--- config.mk ---
export PLATFORM = sky130hd
export DESIGN_NAME = uncached_access_buffer
export DESIGN_NICKNAME = d
export VERILOG_FILES = /design/src/rtl/uncached_access_buffer_pkg.sv /design/src/rtl/uab_fifo.sv /design/src/rtl/uncached_access_buffer.sv
export SDC_FILE = /design/constraint.sdc
export NUM_CORES = 1
export LEC_CHECK = 0
export BUFFER_PORTS_ARGS = -buffer_cell sky130_fd_sc_hd__clkbuf_2
export CAP_MARGIN = 25
export CELL_PAD_IN_SITES_DETAIL_PLACEMENT = 0
export CELL_PAD_IN_SITES_GLOBAL_PLACEMENT = 2
export CORE_ASPECT_RATIO = 0.5
export CORE_MARGIN = 2
export CORE_UTILIZATION = 39
export DETAILED_ROUTE_END_ITERATION = 6
export PLACE_DENSITY = 0.85
export RECOVER_POWER = 50
export SYNTH_ARGS = -nofsm -noshare
export SYNTH_HDL_FRONTEND = slang
export SYNTH_SLANG_ARGS = --single-unit
--- constraint.sdc ---
create_clock -name i_clk -period 8.3 [get_ports i_clk]
set_input_delay 1.66 -clock i_clk [delete_from_list [all_inputs] [get_ports i_clk]]
set_output_delay 1.66 -clock i_clk [all_outputs]
set_load 0.02 [all_outputs]
--- src/rtl/uncached_access_buffer_pkg.sv ---
`default_nettype none
// ============================================================================
// Module   : uncached_access_buffer_pkg
// Purpose  : Shared types and constants for the uncached access buffer:
//            the buffered request entry, the sequencer state encoding and
//            the AXI size code for a full 32-bit word.
// Ports    : none (package)
// Revision : 1.0 - initial release
// ============================================================================
package uncached_access_buffer_pkg;

    localparam int c_UAB_ADDR_W = 32;
    localparam int c_UAB_DATA_W = 32;

    // AXI AxSIZE encoding for a 4-byte transfer.
    localparam logic [2:0] c_AXI_SIZE_WORD = 3'b010;

    // One uncached access as it is stored in the FIFO / load register.
    typedef struct packed {
        logic [c_UAB_ADDR_W-1:0] addr;
        logic [3:0]              byteen;
        logic [2:0]              size;
        logic [c_UAB_DATA_W-1:0] wdata;
    } uab_req_t;

    typedef enum logic [1:0] {
        ST_IDLE    = 2'd0,
        ST_WR_BUSY = 2'd1,
        ST_RD_BUSY = 2'd2,
        ST_GAP     = 2'd3
    } uab_state_t;

endpackage : uncached_access_buffer_pkg
`default_nettype wire

--- src/rtl/uab_fifo.sv ---
`default_nettype none
// ============================================================================
// Module   : uab_fifo
// Purpose  : Synchronous in-order FIFO holding posted uncached stores.
// Ports    : i_clk, i_rst      - clock, synchronous active-high reset
//            i_push, i_data    - enqueue at tail (ignored when full)
//            i_pop             - dequeue head (ignored when empty)
//            o_head            - entry at the head
//            o_count           - occupancy, 0..DEPTH
//            o_full, o_empty   - occupancy flags from the registered count
// Revision : 1.0 - initial release
// ============================================================================
module uab_fifo #(
    parameter int  DEPTH = 8,
    parameter type T     = logic
) (
    input  wire logic                   i_clk,
    input  wire logic                   i_rst,
    input  wire logic                   i_push,
    input  wire T                       i_data,
    input  wire logic                   i_pop,
    output T                            o_head,
    output logic [$clog2(DEPTH):0]      o_count,
    output logic                        o_full,
    output logic                        o_empty
);

    localparam int c_PTR_W = $clog2(DEPTH);

    T                   r_mem [DEPTH];
    logic [c_PTR_W-1:0] r_wr_ptr;
    logic [c_PTR_W-1:0] r_rd_ptr;
    logic [c_PTR_W:0]   r_count;
    logic               w_do_push;
    logic               w_do_pop;

    assign o_full    = (r_count == (c_PTR_W+1)'(DEPTH));
    assign o_empty   = (r_count == '0);
    assign o_count   = r_count;
    assign o_head    = r_mem[r_rd_ptr];
    assign w_do_push = i_push & ~o_full;
    assign w_do_pop  = i_pop & ~o_empty;

    // Storage is cleared on reset so downstream fields read as zero while idle.
    // Pointers are log2(DEPTH) wide and wrap naturally modulo DEPTH.
    always_ff @(posedge i_clk) begin
        if (i_rst) begin
            r_wr_ptr <= '0;
            r_rd_ptr <= '0;
            r_count  <= '0;
            for (int i = 0; i < DEPTH; i++) begin
                r_mem[i] <= '0;
            end
        end else begin
            if (w_do_push) begin
                r_mem[r_wr_ptr] <= i_data;
                r_wr_ptr        <= r_wr_ptr + 1'b1;
            end
            if (w_do_pop) begin
                r_rd_ptr <= r_rd_ptr + 1'b1;
            end
            case ({w_do_push, w_do_pop})
                2'b10:   r_count <= r_count + 1'b1;
                2'b01:   r_count <= r_count - 1'b1;
                default: r_count <= r_count;
            endcase
        end
    end

endmodule : uab_fifo
`default_nettype wire

--- src/rtl/uncached_access_buffer.sv ---
`default_nettype none
// ============================================================================
// Module   : uncached_access_buffer
// Purpose  : Converts CPU uncached loads/stores into the level-request /
//            pulse-completion protocol of the memory block's uncached port.
//            Stores are posted into an in-order FIFO; a load is held in a
//            single register and only issued after every older store has
//            completed, giving strict program order towards device space.
// Ports    : i_clk, i_rst           - clock, synchronous active-high reset
//            i_req_*  / o_req_ready - CPU request (valid/ready handshake)
//            o_rdata_valid, o_rdata - load return (pulse, data held)
//            o_empty                - nothing buffered or in flight (fence)
//            o_dsram_*              - downstream request fields, level held
//            i_dsram_outdata/valid  - downstream read data / completion pulse
// Revision : 1.0 - initial release
// ============================================================================
module uncached_access_buffer
    import uncached_access_buffer_pkg::*;
#(
    parameter int DEPTH  = 8,
    parameter int ADDR_W = 32,
    parameter int DATA_W = 32
) (
    input  wire logic              i_clk,
    input  wire logic              i_rst,
    input  wire logic              i_req_valid,
    input  wire logic              i_req_write,
    input  wire logic [ADDR_W-1:0] i_req_addr,
    input  wire logic [3:0]        i_req_byteen,
    input  wire logic [2:0]        i_req_size,
    input  wire logic [DATA_W-1:0] i_req_wdata,
    output logic                   o_req_ready,
    output logic                   o_rdata_valid,
    output logic [DATA_W-1:0]      o_rdata,
    output logic                   o_empty,
    output logic [ADDR_W-1:0]      o_dsram_addr,
    output logic                   o_dsram_read,
    output logic                   o_dsram_write,
    output logic [3:0]             o_dsram_byteen,
    output logic [2:0]             o_dsram_size,
    output logic [DATA_W-1:0]      o_dsram_indata,
    input  wire logic [DATA_W-1:0] i_dsram_outdata,
    input  wire logic              i_dsram_valid
);

    uab_state_t                r_state;
    logic                      r_rd_pending;
    uab_req_t                  r_ld;
    logic                      r_rdata_valid;
    logic [DATA_W-1:0]         r_rdata;
    logic                      r_dsram_read;
    logic                      r_dsram_write;

    uab_req_t                  w_req;
    uab_req_t                  w_head;
    uab_req_t                  w_dsram_req;
    logic [$clog2(DEPTH):0]    w_fifo_count;
    logic                      w_fifo_full;
    logic                      w_fifo_empty;
    logic                      w_st_acc;
    logic                      w_ld_acc;
    logic                      w_pop;

    assign w_req.addr   = c_UAB_ADDR_W'(i_req_addr);
    assign w_req.byteen = i_req_byteen;
    assign w_req.size   = i_req_size;
    assign w_req.wdata  = c_UAB_DATA_W'(i_req_wdata);

    // A pending load blocks everything so no younger store can overtake it.
    // Full is taken from the registered count: a same-cycle pop does not
    // free a slot for the incoming store.
    assign w_st_acc    = i_req_valid &  i_req_write & ~w_fifo_full & ~r_rd_pending;
    assign w_ld_acc    = i_req_valid & ~i_req_write & ~r_rd_pending;
    assign o_req_ready = ~r_rd_pending & (~i_req_write | ~w_fifo_full);

    assign w_pop = (r_state == ST_WR_BUSY) & i_dsram_valid;

    uab_fifo #(
        .DEPTH (DEPTH),
        .T     (uab_req_t)
    ) u_fifo (
        .i_clk   (i_clk),
        .i_rst   (i_rst),
        .i_push  (w_st_acc),
        .i_data  (w_req),
        .i_pop   (w_pop),
        .o_head  (w_head),
        .o_count (w_fifo_count),
        .o_full  (w_fifo_full),
        .o_empty (w_fifo_empty)
    );

    // The load register only drives the port while the read is in flight;
    // at all other times the FIFO head is presented.
    assign w_dsram_req    = (r_state == ST_RD_BUSY) ? r_ld : w_head;
    assign o_dsram_addr   = ADDR_W'(w_dsram_req.addr);
    assign o_dsram_byteen = w_dsram_req.byteen;
    assign o_dsram_size   = w_dsram_req.size;
    assign o_dsram_indata = DATA_W'(w_dsram_req.wdata);
    assign o_dsram_read   = r_dsram_read;
    assign o_dsram_write  = r_dsram_write;
    assign o_rdata_valid  = r_rdata_valid;
    assign o_rdata        = r_rdata;
    assign o_empty        = (w_fifo_count == '0) & ~r_rd_pending & (r_state == ST_IDLE);

    always_ff @(posedge i_clk) begin
        if (i_rst) begin
            r_state       <= ST_IDLE;
            r_rd_pending  <= 1'b0;
            r_ld          <= '0;
            r_rdata_valid <= 1'b0;
            r_rdata       <= '0;
            r_dsram_read  <= 1'b0;
            r_dsram_write <= 1'b0;
        end else begin
            r_rdata_valid <= 1'b0;

            if (w_ld_acc) begin
                r_ld         <= w_req;
                r_rd_pending <= 1'b1;
            end

            case (r_state)
                // Same-cycle accepts are looked at so an access into an
                // empty, idle buffer reaches the port on the next cycle.
                // Stores win: any pending load is younger than them.
                ST_IDLE: begin
                    if (!w_fifo_empty || w_st_acc) begin
                        r_state       <= ST_WR_BUSY;
                        r_dsram_write <= 1'b1;
                    end else if (r_rd_pending || w_ld_acc) begin
                        r_state      <= ST_RD_BUSY;
                        r_dsram_read <= 1'b1;
                    end
                end
                ST_WR_BUSY: begin
                    if (i_dsram_valid) begin
                        r_state       <= ST_GAP;
                        r_dsram_write <= 1'b0;
                    end
                end
                ST_RD_BUSY: begin
                    if (i_dsram_valid) begin
                        r_state       <= ST_GAP;
                        r_dsram_read  <= 1'b0;
                        r_rdata       <= i_dsram_outdata;
                        r_rdata_valid <= 1'b1;
                        r_rd_pending  <= 1'b0;
                    end
                end
                // One dead cycle so the downstream edge detector sees a new request.
                ST_GAP: begin
                    r_state <= ST_IDLE;
                end
                default: begin
                    r_state       <= ST_IDLE;
                    r_dsram_read  <= 1'b0;
                    r_dsram_write <= 1'b0;
                end
            endcase
        end
    end

endmodule : uncached_access_buffer
`default_nettype wire

==> run_results.csv, run 1 <==
group,metric,value,unit
timing,rsz0062_at_grt,"no",
timing,slew_violations,194,
clocking,htree_levels,3,
worst_hold_path,worstHoldStart,"r_ld[42]$_SDFFE_PP0P_",
placed_design,numPortBuffers,215,
floorplan,start_util,0.393,
logic_synthesis,avgSynthCellArea,14.4,um^2
power,p_comb_frac,0.119,
timing,fin_crit_sh,0.736,
floorplan,core-area,0.0770,mm^2
power,pwr-share-clk,0.379,
timing,relSlewSlack,-0.876,
logic_synthesis,synth_nets,2224,
placed_design,globalplace.congestion,0.734,
timing,finalHoldViolations,0,
floorplan,die-area,0.0800,mm^2
setup_path,worstReg2RegEnd,"u_fifo.r_mem[7][47]$_SDFFCE_PN0P_",
outcome,failed_checks,"max-capacitance violations, max-slew violations",
global_route,track_usage,0.183,
finish,areaGrowthSynthToFinish,13.5,%
route,drt_pre_antenna_iters,5,
clocking,clock-sinks,690,
setup_path,cp-end-kind,"flip-flop",
setup_path,worstReg2RegStart,"u_fifo.o_count[1]$_SDFFE_PP0P_",
clocking,post_cts_buffers,0,
logic_synthesis,synth_ff_type,"edfxtp_1",
logic_synthesis,synthTopCellsByArea,"edfxtp_1 56%, and2_1 11%, mux4_2 11%",
logic_synthesis,synth_cells,2108,
setup_path,required,8.64,ns
global_route,grt_pass1_vias,17900,
global_route,grt_max_degree,108,
worst_hold_path,hold_end,"r_ld[42]$_SDFFE_PP0P_",
global_route,use_met1,0.248,
timing,finalSetupViolCount,0,
logic_synthesis,ys_seq_area_frac,0.644,
setup_path,ff2ff_path_depth,6,
global_route,antenna_found_initial,1,
power,switching_share,0.252,
logic_synthesis,synth_area,0.0303,mm^2
timing,post-route-min-period,6.11,ns
timing,max_freq,0.164,GHz
worst_hold_path,hold_path.class,"reg2reg",
clocking,post_cts_resized,0,
setup_path,worst-endpoint-arrival,6.45,ns
logic_synthesis,synth-edff-count,568,
logic_synthesis,ys_ff_latch,690,
power,vdd_drop_max,129,uV
timing,setup_tns,0,ns
finish,post-route-cell-area,0.0343,mm^2
clocking,clk_latency,0.60,ns
route,num_vias,17300,
logic_synthesis,yosys.area.top_type,"edfxtp_1",
route,wl,72600,um
placed_design,place_inst,3242,
global_route,grt_use_met2,0.309,
power,seq_power_share,0.502,
global_route,grt_pass1_wl,111000,um
setup_path,start_kind,"input pin",
setup_path,path_class,"in2reg",
finish,fin_nets,2393,
floorplan,die_y,201,um
clocking,cts_tree,"yes",
setup_path,r2r_setup_slack,3.88,ns
clocking,clock_path_buffers,3,
worst_hold_path,hold_path_depth,2,
timing,fin_hold_ws,0.453,ns
route,wl_per_cell,21.6,um
floorplan,num_rows,72,
global_route,met3_usage,0.0310,
finish,nFillCells,6898,
floorplan,boundaryPins,216,
route,via_per_inst,5.13,
power,switching_power,1.99,mW
route,drtIter0Drc,1374,
placed_design,hpwl,39200,um
floorplan,die_w,398,um
logic_synthesis,yosys_warnings,0,
finish,instances_no_fill,3364,
global_route,grt.busiest_layer,"met2",
route,drtAntennaViolNets,0,
flow_run,max_cap_viol_count,3,
outcome,status,"finished with violations",
global_route,grt_overflow_total,0,
timing,worst_pin_slew,2.81,ns
timing,clock-skew-final,0.00952,ns
power,p_per_area,230,mW/mm^2
placed_design,place_area,0.0323,mm^2
clocking,cts_made_buffers,67,
clocking,clockRootBuffer,"clkbuf_16",
route,drc,0,
logic_synthesis,ys_types,45,
clocking,path_clk_slew,0.06,ns
power,p_int,5.91,mW
logic_synthesis,async_reset_ff_frac,0,
finish,layout-drive-gt1-share,0.220,
power,total_power,7.90,mW
clocking,hold_buffers,0,
setup_path,cp_max_fo,71,
power,p_leak,12.1,nW
logic_synthesis,synth_top_area_frac,0.564,
## flip-flops by register name, indices dropped and copies added (netlist names), named ones only
name             cells
r_state              2
r_rd_pending         1
r_ld                71
o_rdata_valid        1
u_fifo.o_count       4
u_fifo.r_wr_ptr      3
u_fifo.r_rd_ptr      3
o_dsram_write        1
o_dsram_read         1
o_rdata             32
u_fifo.r_mem       568
## critical path, cell delays in order
cell	delay [ns]
clkbuf_1	1.96
buf_4	0.92
nor4_1	0.21
clkbuf_2	1.06
and2_1	0.57
## logic make-up after synthesis
kind of cell    after synthesis  synth area share
mux                         217             0.131
fa+ha+maj                     8           0.00331
xor+xnor                      5           0.00145
buf+inv                     152            0.0215
flops                       690             0.644
compound gates              198            0.0382
simple gates                838             0.161
## cell usage after synthesis (all sizes together) (2+ instances only)
master,instances
a21oi,80
a22o,32
and2,568
buf,31
clkbuf,114
dfxtp,122
edfxtp,568
ha,8
inv,6
mux2i,74
mux4,142
nand2,224
nand2b,3
nand3b,4
nor2,15
nor2b,4
nor3,2
nor4,3
nor4b,4
o211ai,2
o21ai,77
or2,8
xor2,4
## per-stage QoR
stage | worst slack (ns) | utilization
6_report | 2.19 | 0.446
5_1_grt | 1.99 | 0.446
4_1_cts | 2.93 | 0.447
3_5_place_dp | 3.27 | 0.420
3_3_place_gp | 3.26 | 0.420
2_1_floorplan | 4.44 | -
## power by group through the flow
stage               clock network [mW]  registers (mW)  logic [mW]
floorplan                            0            4.04       0.580
global placement                     0            4.03       0.959
detailed placement                   0            4.04       0.964
CTS                               3.06            3.96       0.966
global route                      3.20            3.98        1.03
finish                            3.00            3.96       0.938
## cell usage in the layout, fill, tap and decap left out, drive strengths merged, types with 2 or more instances in the layout
| cell type | count |
|---|---|
| nor4b | 4 |
| nand2 | 224 |
| clkbuf | 324 |
| or2 | 8 |
| o211ai | 2 |
| clkinv | 12 |
| nor3 | 2 |
| ha | 8 |
| bufinv | 2 |
| o21ai | 77 |
| nor4 | 3 |
| buf | 26 |
| and2 | 568 |
| nand2b | 3 |
| a22o | 32 |
| nor2 | 15 |
| mux2i | 74 |
| nand3b | 4 |
| dfxtp | 122 |
| xor2 | 4 |
| a21oi | 80 |
| inv | 6 |
| edfxtp | 568 |
| nor2b | 4 |
| mux4 | 142 |
## routing by layer
metal  up-vias  share of wire
met5         -              0
met4         0          0.016
met3        90          0.045
met2       353           0.51
met1      8871           0.43
li1       7948              -
## worst max-delay path by stage
stage	cells after the start	slack, ns	startpoint	end
global placement	8	3.26	i_req_write	u_fifo.r_mem[2][56]$_SDFFCE_PN0P_
global route	5	1.99	i_rst	u_fifo.r_mem[1][65]$_SDFFCE_PN0P_
CTS	5	2.93	flip-flop	o_dsram_indata[18]
finish	5	2.19	i_rst	u_fifo.r_mem[1][7]$_SDFFCE_PN0P_
detailed placement	8	3.27	i_req_valid	u_fifo.r_mem[2][56]$_SDFFCE_PN0P_
floorplan	5	4.44	i_req_write	u_fifo.r_mem[4][0]$_SDFFCE_PN0P_
## final cells by class
cell class | count | area (um^2) | area share
Inverter | 6 | 22.5 | 0.000656
Tap cell | 1036 | 1300 | 0.0377
Antenna cell | 1 | 2.50 | 0.0000729
Timing Repair Buffer | 246 | 1310 | 0.0381
Clock inverter | 15 | 121 | 0.00353
Sequential cell | 690 | 19500 | 0.568
Multi-Input combinational cell | 1266 | 10100 | 0.294
Clock buffer | 104 | 1990 | 0.0580
(Power assumes the default switching activity.)
==> run 2: changes to the inputs <==
- clock period: 8.3 -> 6.2 ns (I/O delays scaled with it)
==> run 2 against run 1 <==
The flow still finishes with violations (max-capacitance violations, max-slew violations). Register-to-register slack got worse by 2.1 ns. Hold slack is essentially flat. Clock power grew 40%. Design area rose by 0.67%. Clock skew grew 0.0095 ns. Utilization rose by 0.30 points. Non-clock buffer count rose by 10. Sequential cell count unchanged. Setup slack lost 1.1 ns. Routed wire length up 6.6%. Combinational power grew 41%. Final cell count grew 0.54%. Highest routed layer is now met5.
==> run_results.csv, run 2 (synthesis results as in run 1) <==
group,metric,value,unit
outcome,status,"finished with violations",
outcome,failed_checks,"max-capacitance violations, max-slew violations",
floorplan,die-area,0.0800,mm^2
timing,finalSetupViolCount,0,
clocking,post_cts_resized,0,
finish,fin_nets,2404,
timing,relSlewSlack,-1.85,
floorplan,start_util,0.393,
power,seq_power_share,0.489,
global_route,grt_pass1_vias,18100,
timing,post-route-min-period,5.15,ns
setup_path,worst-endpoint-arrival,5.48,ns
finish,regArea,0.0195,mm^2
finish,layout-drive-gt1-share,0.226,
global_route,antenna_found_initial,8,
clocking,cts_made_buffers,68,
clocking,path_clk_slew,0.06,ns
clocking,clock-sinks,690,
power,pwr-share-clk,0.389,
timing,finalHoldViolations,0,
timing,rsz0062_at_grt,"no",
worst_hold_path,hold_path.class,"reg2reg",
clocking,hold_buffers,0,
setup_path,r2r_setup_slack,1.80,ns
finish,final_cell_mix,"568 x edfxtp_1, 438 x and2_1, 223 x nand2_1, 180 x clkbuf_2, 142 x mux4_2",
placed_design,hpwl,40000,um
clocking,post_cts_buffers,0,
placed_design,globalplace.congestion,0.719,
power,p_int,8.09,mW
floorplan,die_w,398,um
floorplan,num_rows,72,
power,switching_share,0.253,
placed_design,numPortBuffers,215,
route,via_per_inst,5.18,
power,p_per_area,313,mW/mm^2
route,drt_pre_antenna_iters,7,
global_route,grt_overflow_total,0,
flow_run,max_cap_viol_count,4,
timing,fin_hold_ws,0.453,ns
clocking,cts_tree,"yes",
clocking,clk_latency,0.60,ns
power,p_comb_frac,0.122,
timing,fin_crit_sh,0.830,
timing,max_freq,0.194,GHz
setup_path,cp_max_fo,71,
route,drtIter0Drc,1773,
setup_path,cp_slowest_cell,"clkbuf_1",
clocking,clock_path_buffers,3,
finish,largest-register,"u_fifo.r_mem",
power,switching_power,2.74,mW
finish,multiInputGateArea,0.0101,mm^2
global_route,grt_pass1_wl,117000,um
timing,worst_pin_slew,4.27,ns
global_route,track_usage,0.196,
power,vdd_drop_max,210,uV
setup_path,worstReg2RegStart,"r_rd_pending$_SDFF_PP0_",
timing,clock-skew-final,0.0190,ns
setup_path,worstReg2RegEnd,"r_ld[62]$_SDFFE_PP0P_",
setup_path,cpPeakStageDelay,2.27,ns
finish,final_util,0.449,
route,wl,77400,um
finish,largest_register_ffs,568,
floorplan,die_y,201,um
clocking,clockRootBuffer,"clkbuf_16",
finish,areaGrowthSynthToFinish,14.2,%
route,drtAntennaViolNets,0,
route,num_vias,17500,
setup_path,ff2ff_path_depth,4,
setup_path,worstSetupEndpoint,"u_fifo.r_mem[0][10]$_SDFFCE_PN0P_",
route,wl_per_cell,22.9,um
finish,mostFrequentLayoutCell,"edfxtp_1",
setup_path,start_kind,"input pin",
global_route,grt_max_degree,77,
timing,slew_violations,253,
setup_path,crit_start,"i_rst",
finish,nFillCells,6855,
power,p_leak,12.3,nW
setup_path,crit_chain,"clkbuf_1 -> nor4_4 -> clkbuf_2 -> and2_1",
floorplan,boundaryPins,216,
route,drc,0,
clocking,htree_levels,3,
setup_path,path_class,"in2reg",
timing,setup_tns,0,ns
setup_path,cp-end-kind,"flip-flop",
floorplan,core-area,0.0770,mm^2
setup_path,required,6.53,ns
==> run 2: cell type report <==
type,instances,share of cell area
Clock inverter,31,0.00934
Antenna cell,6,0.000434
Multi-Input combinational cell,1266,0.292
Timing Repair Buffer,256,0.0405
Inverter,6,0.000651
Tap cell,1036,0.0375
Sequential cell,690,0.564
Clock buffer,91,0.0553
==> run 2: critical path, delay by kind of cell <==
family        cells  cell delay (ns)
simple gates      2             0.64
buf+inv           2             3.53
==> run 2: per-layer routing <==
layer  global-route usage  vias up  share of wire
li1                     -     7983              -
met1                0.274     8975           0.44
met2                0.321      438           0.49
met3               0.0287      105          0.051
met4               0.0528        4          0.022
met5                    0        -        0.00021
==> run 2: through the flow <==
step,area [um^2],worst slack (ns),std cells,power [mW]
2_1_floorplan,30300,2.76,2108,6.18
3_3_place_gp,32400,2.04,3253,6.73
3_5_place_dp,32500,2.02,3254,6.75
4_1_cts,34700,1.75,3376,10.9
5_1_grt,34600,0.875,3381,11.2
6_report,34600,1.05,3382,10.8
==> run 2: power by group through the flow <==
| stage | Sequential (mW) | Clock, mW | Combinational [mW] |
|---|---|---|---|
| 5_1_grt | 5.32 | 4.47 | 1.44 |
| 2_1_floorplan | 5.41 | 0 | 0.776 |
| 3_5_place_dp | 5.40 | 0 | 1.35 |
| 3_3_place_gp | 5.39 | 0 | 1.34 |
| 4_1_cts | 5.30 | 4.29 | 1.36 |
| 6_report | 5.30 | 4.21 | 1.32 |
==> run 2: worst min-delay path by stage <==
stage                                      from                     to  slack [ns]  depth (start not counted)
after floorplan           r_ld[49]$_SDFFE_PP0P_  r_ld[49]$_SDFFE_PP0P_        0.44                          2
after CTS                 r_ld[58]$_SDFFE_PP0P_  r_ld[58]$_SDFFE_PP0P_        0.45                          2
after detailed placement  r_ld[58]$_SDFFE_PP0P_  r_ld[58]$_SDFFE_PP0P_        0.45                          2
final                     r_ld[25]$_SDFFE_PP0P_  r_ld[25]$_SDFFE_PP0P_        0.45                          2
after global placement    r_ld[37]$_SDFFE_PP0P_  r_ld[37]$_SDFFE_PP0P_        0.44                          2
after global routing      r_ld[41]$_SDFFE_PP0P_  r_ld[41]$_SDFFE_PP0P_        0.47                          2
